`config.mk`:
```
export PLATFORM = sky130hd
export DESIGN_NAME = digit_text_renderer
export DESIGN_NICKNAME = d
export VERILOG_FILES = /design/src/rtl/digit_text_renderer.sv
export SDC_FILE = /design/constraint.sdc
export NUM_CORES = 1
export LEC_CHECK = 0
export BUFFER_PORTS_ARGS = -buffer_cell sky130_fd_sc_hd__buf_4
export CAP_MARGIN = 0
export CORE_MARGIN = 2
export CORE_UTILIZATION = 59
export DETAILED_ROUTE_END_ITERATION = 10
export PLACE_DENSITY = 0.79
export SLEW_MARGIN = 10
export SYNTH_ARGS = -nofsm -noshare
export SYNTH_HDL_FRONTEND = slang
export SYNTH_SLANG_ARGS = --single-unit
```
`constraint.sdc`:
```
create_clock -name clk -period 1.5 [get_ports clk]
set_input_delay 0.225 -clock clk [delete_from_list [all_inputs] [get_ports clk]]
set_output_delay 0.225 -clock clk [all_outputs]
set_load 0.01 [all_outputs]
```
`src/rtl/digit_text_renderer.sv`:
```
// Two-stage digit overlay: raster position -> glyph ROM address -> pixel.
// Optional LEADING_ZERO_BLANK_EN blanks leading zero slots.
module digit_text_renderer #(
  parameter int NUM_DIGITS = 4,
  parameter int X0 = 200,
  parameter int Y0 = 100,
  parameter int SCALE_LOG2 = 2,
  parameter int GAP = 1,
  localparam int IW = (NUM_DIGITS > 1) ? $clog2(NUM_DIGITS) : 1
) (
  input  logic          clk,
  input  logic          rst_n,
  input  logic [9:0]    pix_x,
  input  logic [9:0]    pix_y,
  input  logic          video_on,
  input  logic          frame_tick,
  input  logic          wr_en,
  input  logic [IW-1:0] wr_idx,
  input  logic [3:0]    wr_digit,
  output logic [3:0]    glyph_digit,
  output logic [2:0]    glyph_row,
  input  logic [4:0]    glyph_code,
  output logic          pixel_on,
  output logic          pixel_valid
);

  localparam int CELL = 5 + GAP;
  localparam int W = (NUM_DIGITS * CELL) << SCALE_LOG2;
  localparam int H = 6 << SCALE_LOG2;
  localparam logic [9:0] X0V = 10'(X0);
  localparam logic [9:0] Y0V = 10'(Y0);
  localparam logic [9:0] WV = 10'(W);
  localparam logic [9:0] HV = 10'(H);
  localparam logic [9:0] CV = 10'(CELL);

  logic [3:0] shadow_q [NUM_DIGITS];
  logic [3:0] shadow_d [NUM_DIGITS];
  logic [3:0] active_q [NUM_DIGITS];

  always_comb begin
    shadow_d = shadow_q;
    if (wr_en && (int'(wr_idx) < NUM_DIGITS))
      shadow_d[wr_idx] = wr_digit;
  end

  // Commit takes the post-write bank so a same-cycle write is not lost.
  always_ff @(posedge clk or negedge rst_n) begin
    if (!rst_n) begin
      for (int i = 0; i < NUM_DIGITS; i++) begin
        shadow_q[i] <= '0;
        active_q[i] <= '0;
      end
    end else begin
      shadow_q <= shadow_d;
      if (frame_tick)
        active_q <= shadow_d;
    end
  end

  logic [9:0]    rx;
  logic [9:0]    ry;
  logic [9:0]    gx;
  logic [9:0]    col;
  logic [IW-1:0] slot;
  logic          in_box;
  logic [3:0]    cur;
  logic          lz_blank;
  logic          draw;

  assign rx = pix_x - X0V;
  assign ry = pix_y - Y0V;
  assign gx = rx >> SCALE_LOG2;
  assign col = gx % CV;
  assign slot = IW'(gx / CV);
  assign in_box = video_on && (pix_x >= X0V) && (rx < WV)
                  && (pix_y >= Y0V) && (ry < HV);
  assign cur = in_box ? active_q[slot] : 4'd0;

`ifdef LEADING_ZERO_BLANK_EN
  logic [NUM_DIGITS-1:0] lz;
  logic acc;

  always_comb begin
    lz = '0;
    acc = 1'b1;
    for (int i = 0; i < NUM_DIGITS - 1; i++) begin
      acc = acc && (active_q[i] == 4'd0);
      lz[i] = acc;
    end
  end

  assign lz_blank = lz[slot];
`else
  assign lz_blank = 1'b0;
`endif

  assign draw = in_box && (col < 10'd5) && (cur <= 4'd9) && !lz_blank;

  logic [2:0] col_q;
  logic       draw_q;
  logic       vld_q;
  logic [4:0] code_sh;

  always_ff @(posedge clk or negedge rst_n) begin
    if (!rst_n) begin
      glyph_digit <= '0;
      glyph_row   <= '0;
      col_q       <= '0;
      draw_q      <= 1'b0;
      vld_q       <= 1'b0;
    end else begin
      glyph_digit <= cur;
      glyph_row   <= in_box ? 3'(ry >> SCALE_LOG2) : 3'd0;
      col_q       <= col[2:0];
      draw_q      <= draw;
      vld_q       <= video_on;
    end
  end

  // Shift the selected column into bit 4 (leftmost dot).
  assign code_sh = glyph_code << col_q;

  always_ff @(posedge clk or negedge rst_n) begin
    if (!rst_n) begin
      pixel_on    <= 1'b0;
      pixel_valid <= 1'b0;
    end else begin
      pixel_on    <= draw_q && code_sh[4];
      pixel_valid <= vld_q;
    end
  end

endmodule

```
==> results.toml, run 1 <==
[logic_synthesis]
synth_flop_cell = "dfrtp_1"
synth_seq_cells = 46
synth_cell_type_count = 80
syn_nets = 425
ys_warn_count = 0
synth.avg_cell_area_um2 = 9.58
synthesis.area_um2 = 3650
synth.area.top_cells = "dfrtp_1 32%, mux2_2 10%, xnor2_1 3.4%, ha_1 2.7%, nand2_1 2.7%"
synth-async-reset-ratio_pct = 100
yosysTopAreaCell = "dfrtp_1"
synthTopCellsByCount = "46 x dfrtp_1, 34 x mux2_2, 26 x nand2_1, 26 x nor2_1, 19 x o21ai_0"
synthCells = 381
synth_top_area_share_pct = 31.5
synth_edf_count = 0
ys_seq_area_share_pct = 31.5
yosysMostFrequentCell = "dfrtp_1"

[placed_design]
dpl.hpwl_um = 9120
place_inst = 599
globalplace.congestion = 1.01
place_area_um2 = 4990
portBuffers = 40

[die]
io_pins = 45
dieHeight_um = 82.7
die_w_um = 82.7
row_count = 28
initial_core_util_pct = 61.3

[run_status]
stop_error = "[ERROR DPL-0038] Utilization greater than 100%, impossible to legalize"
status = "aborted with a tool error"
lastStage = "global routing"

[cts]
clock-root-buffer = "clkbuf_8"
cts.sinks = 46
clock_tree.buffer_depth = 2
cts-htree-levels = 2
cts-buffers-inserted = 5

[sta]
worstEpCategory = "register input"
crit_endpoint = "draw_q$_DFF_PN0_/D"

[global_routing]
grt_max_degree = 47
## stage by stage
step                setup WS [ns]  hold WS (ns)  utilization, %  setup TNS [ns]
floorplan                   -3.66       -0.0706               -          -25.09
global placement            -3.68         0.241            83.9          -27.17
CTS                         -3.07         0.128            95.1          -21.94
detailed placement          -3.88         0.254            83.9          -28.77
## kinds of logic after synthesis
group	count (synthesis)	synth area share, %
compound gates	111	23.3
xor+xnor	20	5.41
fa+ha+maj	8	2.74
buf+inv	27	3.67
flops	46	31.5
mux	45	14.0
simple gates	124	19.4
## repair_timing
| action | in CTS |
|---|---|
| setup buffers | 19 |
| pin swaps | 40 |
| setup endpoints to repair | 10 |
| hold endpoints to repair | 46 |
| hold buffers | 1 |
| resized for setup | 87 |
| cloned | 0 |
==> run 2: changes to the inputs <==
--- a/config.mk
+++ b/config.mk
@@ -8,9 +8,9 @@
 export BUFFER_PORTS_ARGS = -buffer_cell sky130_fd_sc_hd__buf_4
 export CAP_MARGIN = 0
 export CORE_MARGIN = 2
-export CORE_UTILIZATION = 59
+export CORE_UTILIZATION = 40
 export DETAILED_ROUTE_END_ITERATION = 10
-export PLACE_DENSITY = 0.79
+export PLACE_DENSITY_LB_ADDON = 0.15
 export SLEW_MARGIN = 10
 export SYNTH_ARGS = -nofsm -noshare
 export SYNTH_HDL_FRONTEND = slang
==> run 2 against run 1 <==
Compared with the run above: the flow now finishes, with violations (setup timing); synthesized cell count did not move; area after synthesis did not move.
==> results.toml, run 2 <==
[logic_synthesis]
synthCells = 381
synthAdderAreaFrac_pct = 2.74
synth.area.top_cells = "dfrtp_1 32%, mux2_2 10%, xnor2_1 3.4%, ha_1 2.7%, nand2_1 2.7%"
yosysTopAreaCell = "dfrtp_1"
synthesis.area_um2 = 3650
synthTopCellsByCount = "46 x dfrtp_1, 34 x mux2_2, 26 x nand2_1, 26 x nor2_1, 19 x o21ai_0"
synth-async-reset-ratio_pct = 100
synth.area.mux_share_pct = 14.0
synth_seq_cells = 46
syn_nets = 425
synth.avg_cell_area_um2 = 9.58
yosys.area_share.simple_pct = 19.4
ys_seq_area_share_pct = 31.5
synth_cell_type_count = 80
synth_top_area_share_pct = 31.5
synth_top_family_by_area = "compound AO/OA/AOI/OAI gates"
yosysMostFrequentCell = "dfrtp_1"
synth_compound_area_share_pct = 23.3
synth_flop_cell = "dfrtp_1"
synth_edf_count = 0
post_synth_xor_area_fraction_pct = 5.41
ys_warn_count = 0

[finish]
n_antenna_cell = 0
layout_common_cells = "181 x buf_4, 46 x dfrtp_1, 33 x mux2_2, 21 x nand2_1, 21 x nor2_1"
top_regs = "active_q (16), shadow_q (16), glyph_digit (4)"
utilization_pct = 66.9
final_nets = 612
final_layout_size_suffix_gt1_share_pct = 57.7
final_common_cell = "buf_4"
area_growth_pct = 61.3

[flow_run]
maxCapViolCount = 0

[pwr]
p_seq_share_pct = 22.3
fin_total_pwr_mw = 6.96
combPwrFrac_pct = 67.6
p_leak_nw = 2.50
powerDensity_nw_per_um2 = 1180
ir_worst_vdd_mv = 0.729
clockPowerShare_pct = 10.0
power.switching_mw = 2.72
p_int_mw = 4.24
swShare_pct = 39.1

[worst_hold_path]
worstHoldEndpoint = "vld_q"
whs_path_depth = 2
hp-start = "video_on"
hp-class = "in -> reg"

[cts]
cts.sinks = 46
cts-htree-levels = 2
cts.clk_slew.worst_paths_ns = 0.07
cts-buffers-inserted = 5
clock_tree.buffer_depth = 2
cts_tree = "yes"
clk_latency_ns = 0.29
clock-root-buffer = "clkbuf_8"

[placed_design]
portBuffers = 40
globalplace.congestion = 0.941
dpl.hpwl_um = 8460

[global_routing]
grt_max_degree = 47
grt_overflow = 0
antenna_found_initial = 0
grt_pass1_vias = 3860
grt_pass1_wl_um = 18100
grt_use_total_pct = 22.3

[die]
dieHeight_um = 99.5
die_w_um = 99.5
initial_core_util_pct = 41.5
io_pins = 45
row_count = 34
core_um2 = 8810
die_area_um2 = 9910

[sta]
maxSlewHeadroom_pct = 63.2
hold_viol_final = 0
worst_clock_skew_ns = 0.00519
worst_pin_slew_ns = 0.551
slew_violations = 0
setup_violations = 10
min_period_ns = 4.59
setup_slack_ns = -3.09
fin_crit_sh_pct = 306
rsz0062_at_grt = "true"
fmax_ghz = 0.218

[setup_path]
r2r_setup_slack_ns = 0.13
critical_path_arrival_ns = 4.80
critPathKind = "in -> reg"
rr_worst_depth = 5
critPathLaunchType = "input pin"
path_max_fanout = 8
worstPathRequired_ns = 1.71
r2r_end = "draw_q"
end_kind = "flop"
crit_start = "pix_x[3]"
r2r_start = "active_q[6]"

[detailed_routing]
route.detailed.drc = 0
final_antenna_net_count = 0
drt-initial-drc-count = 144
drt_wl_total_um = 11200
vias = 3738
viasPerCell = 5.53
wl_per_cell_um = 16.6
drt-pass1-iter-count = 5

[run_status]
status = "complete, but fails checks"
violations = "setup timing"
==> run 2: cell counts after synthesis <==
Identical to the previous run, type by type.
==> run 2: cell type report <==
cell class                 count  area (um^2)
sequential                    46         1150
inverter                      10         55.1
fill                         701         2920
tap                          108          135
clock inverter                 1         7.51
timing repair buffer         197         1560
clock buffer                   6         72.6
multi-input combinational    308         2900
==> run 2: critical path, stage by stage <==
cell,delay (ns)
buf_12,0.11
clkinv_8,0.04
ha_4,0.14
nand2b_4,0.06
a31oi_4,0.19
xnor2_4,0.14
inv_2,0.08
ha_4,0.29
nor4_4,0.04
buf_4,0.15
a221oi_4,0.26
buf_12,0.17
o31ai_2,0.07
or3_4,0.34
o31a_1,0.37
o21a_1,0.24
a211o_1,0.33
nand2_2,0.12
buf_4,0.14
nor3_4,0.05
buf_4,0.14
o32ai_4,0.19
buf_6,0.15
a211oi_2,0.04
nand2b_4,0.15
or3_1,0.38
a211oi_2,0.18
==> run 2: repair_timing <==
| item | CTS | global route |
|---|---|---|
| hold endpoints to repair | 46 | 0 |
| hold buffers | 1 | 0 |
| setup endpoints to repair | 10 | 10 |
| pin swaps | 44 | 6 |
| buffers inserted | 17 | 12 |
| resized for setup | 63 | 33 |
| gates cloned | 0 | 0 |
==> run 2: cells by family (layout without fill, tap and decap cells) <==
| group | Yosys count | after routing |
|---|---|---|
| simple gates | 124 | 124 |
| xor+xnor | 20 | 20 |
| fa+ha+maj | 8 | 8 |
| flops | 46 | 46 |
| mux | 45 | 45 |
| buf+inv | 27 | 214 |
| compound gates | 111 | 111 |
==> run 2: per-layer routing <==
metal / vias to the layer above / wire length (um) / global-route usage (%)
li1: 1821 / - / -
met1: 1826 / 4920 / 29.8
met2: 78 / 5700 / 39.2
met3: 13 / 399 / 1.69
met4: 0 / 170 / 5.90
met5: - / 0 / 0
==> run 2: power groups by stage <==
| stage | Sequential (mW) | Combinational, mW | Clock (mW) |
|---|---|---|---|
| 6_report | 1.55 | 4.71 | 0.698 |
| 5_1_grt | 1.58 | 5.05 | 0.763 |
| 4_1_cts | 1.55 | 4.32 | 0.719 |
| 3_5_place_dp | 1.58 | 3.53 | 0 |
| 3_3_place_gp | 1.56 | 3.48 | 0 |
| 2_1_floorplan | 1.54 | 2.15 | 0 |
==> run 2: worst max path at each step <==
stage / to / slack (ns) / depth (start not counted)
floorplan: draw_q / -3.66 / 28
global placement: draw_q / -3.65 / 25
detailed placement: draw_q / -3.69 / 26
CTS: draw_q / -3.04 / 27
global route: draw_q / -3.30 / 29
finish: draw_q / -3.09 / 27
==> run 2: per-stage QoR <==
stage	instances	hold WS, ns	cell area [um^2]	setup TNS (ns)	worst slack, ns
floorplan	381	-0.0706	3840	-25.09	-3.66
global placement	640	0.244	5100	-27.43	-3.65
detailed placement	640	0.254	5100	-28.05	-3.69
CTS	665	0.127	5660	-21.25	-3.04
global route	676	0.132	5890	-23.65	-3.30
finish	676	0.134	5890	-22.02	-3.09
(Power assumes the default switching activity.)
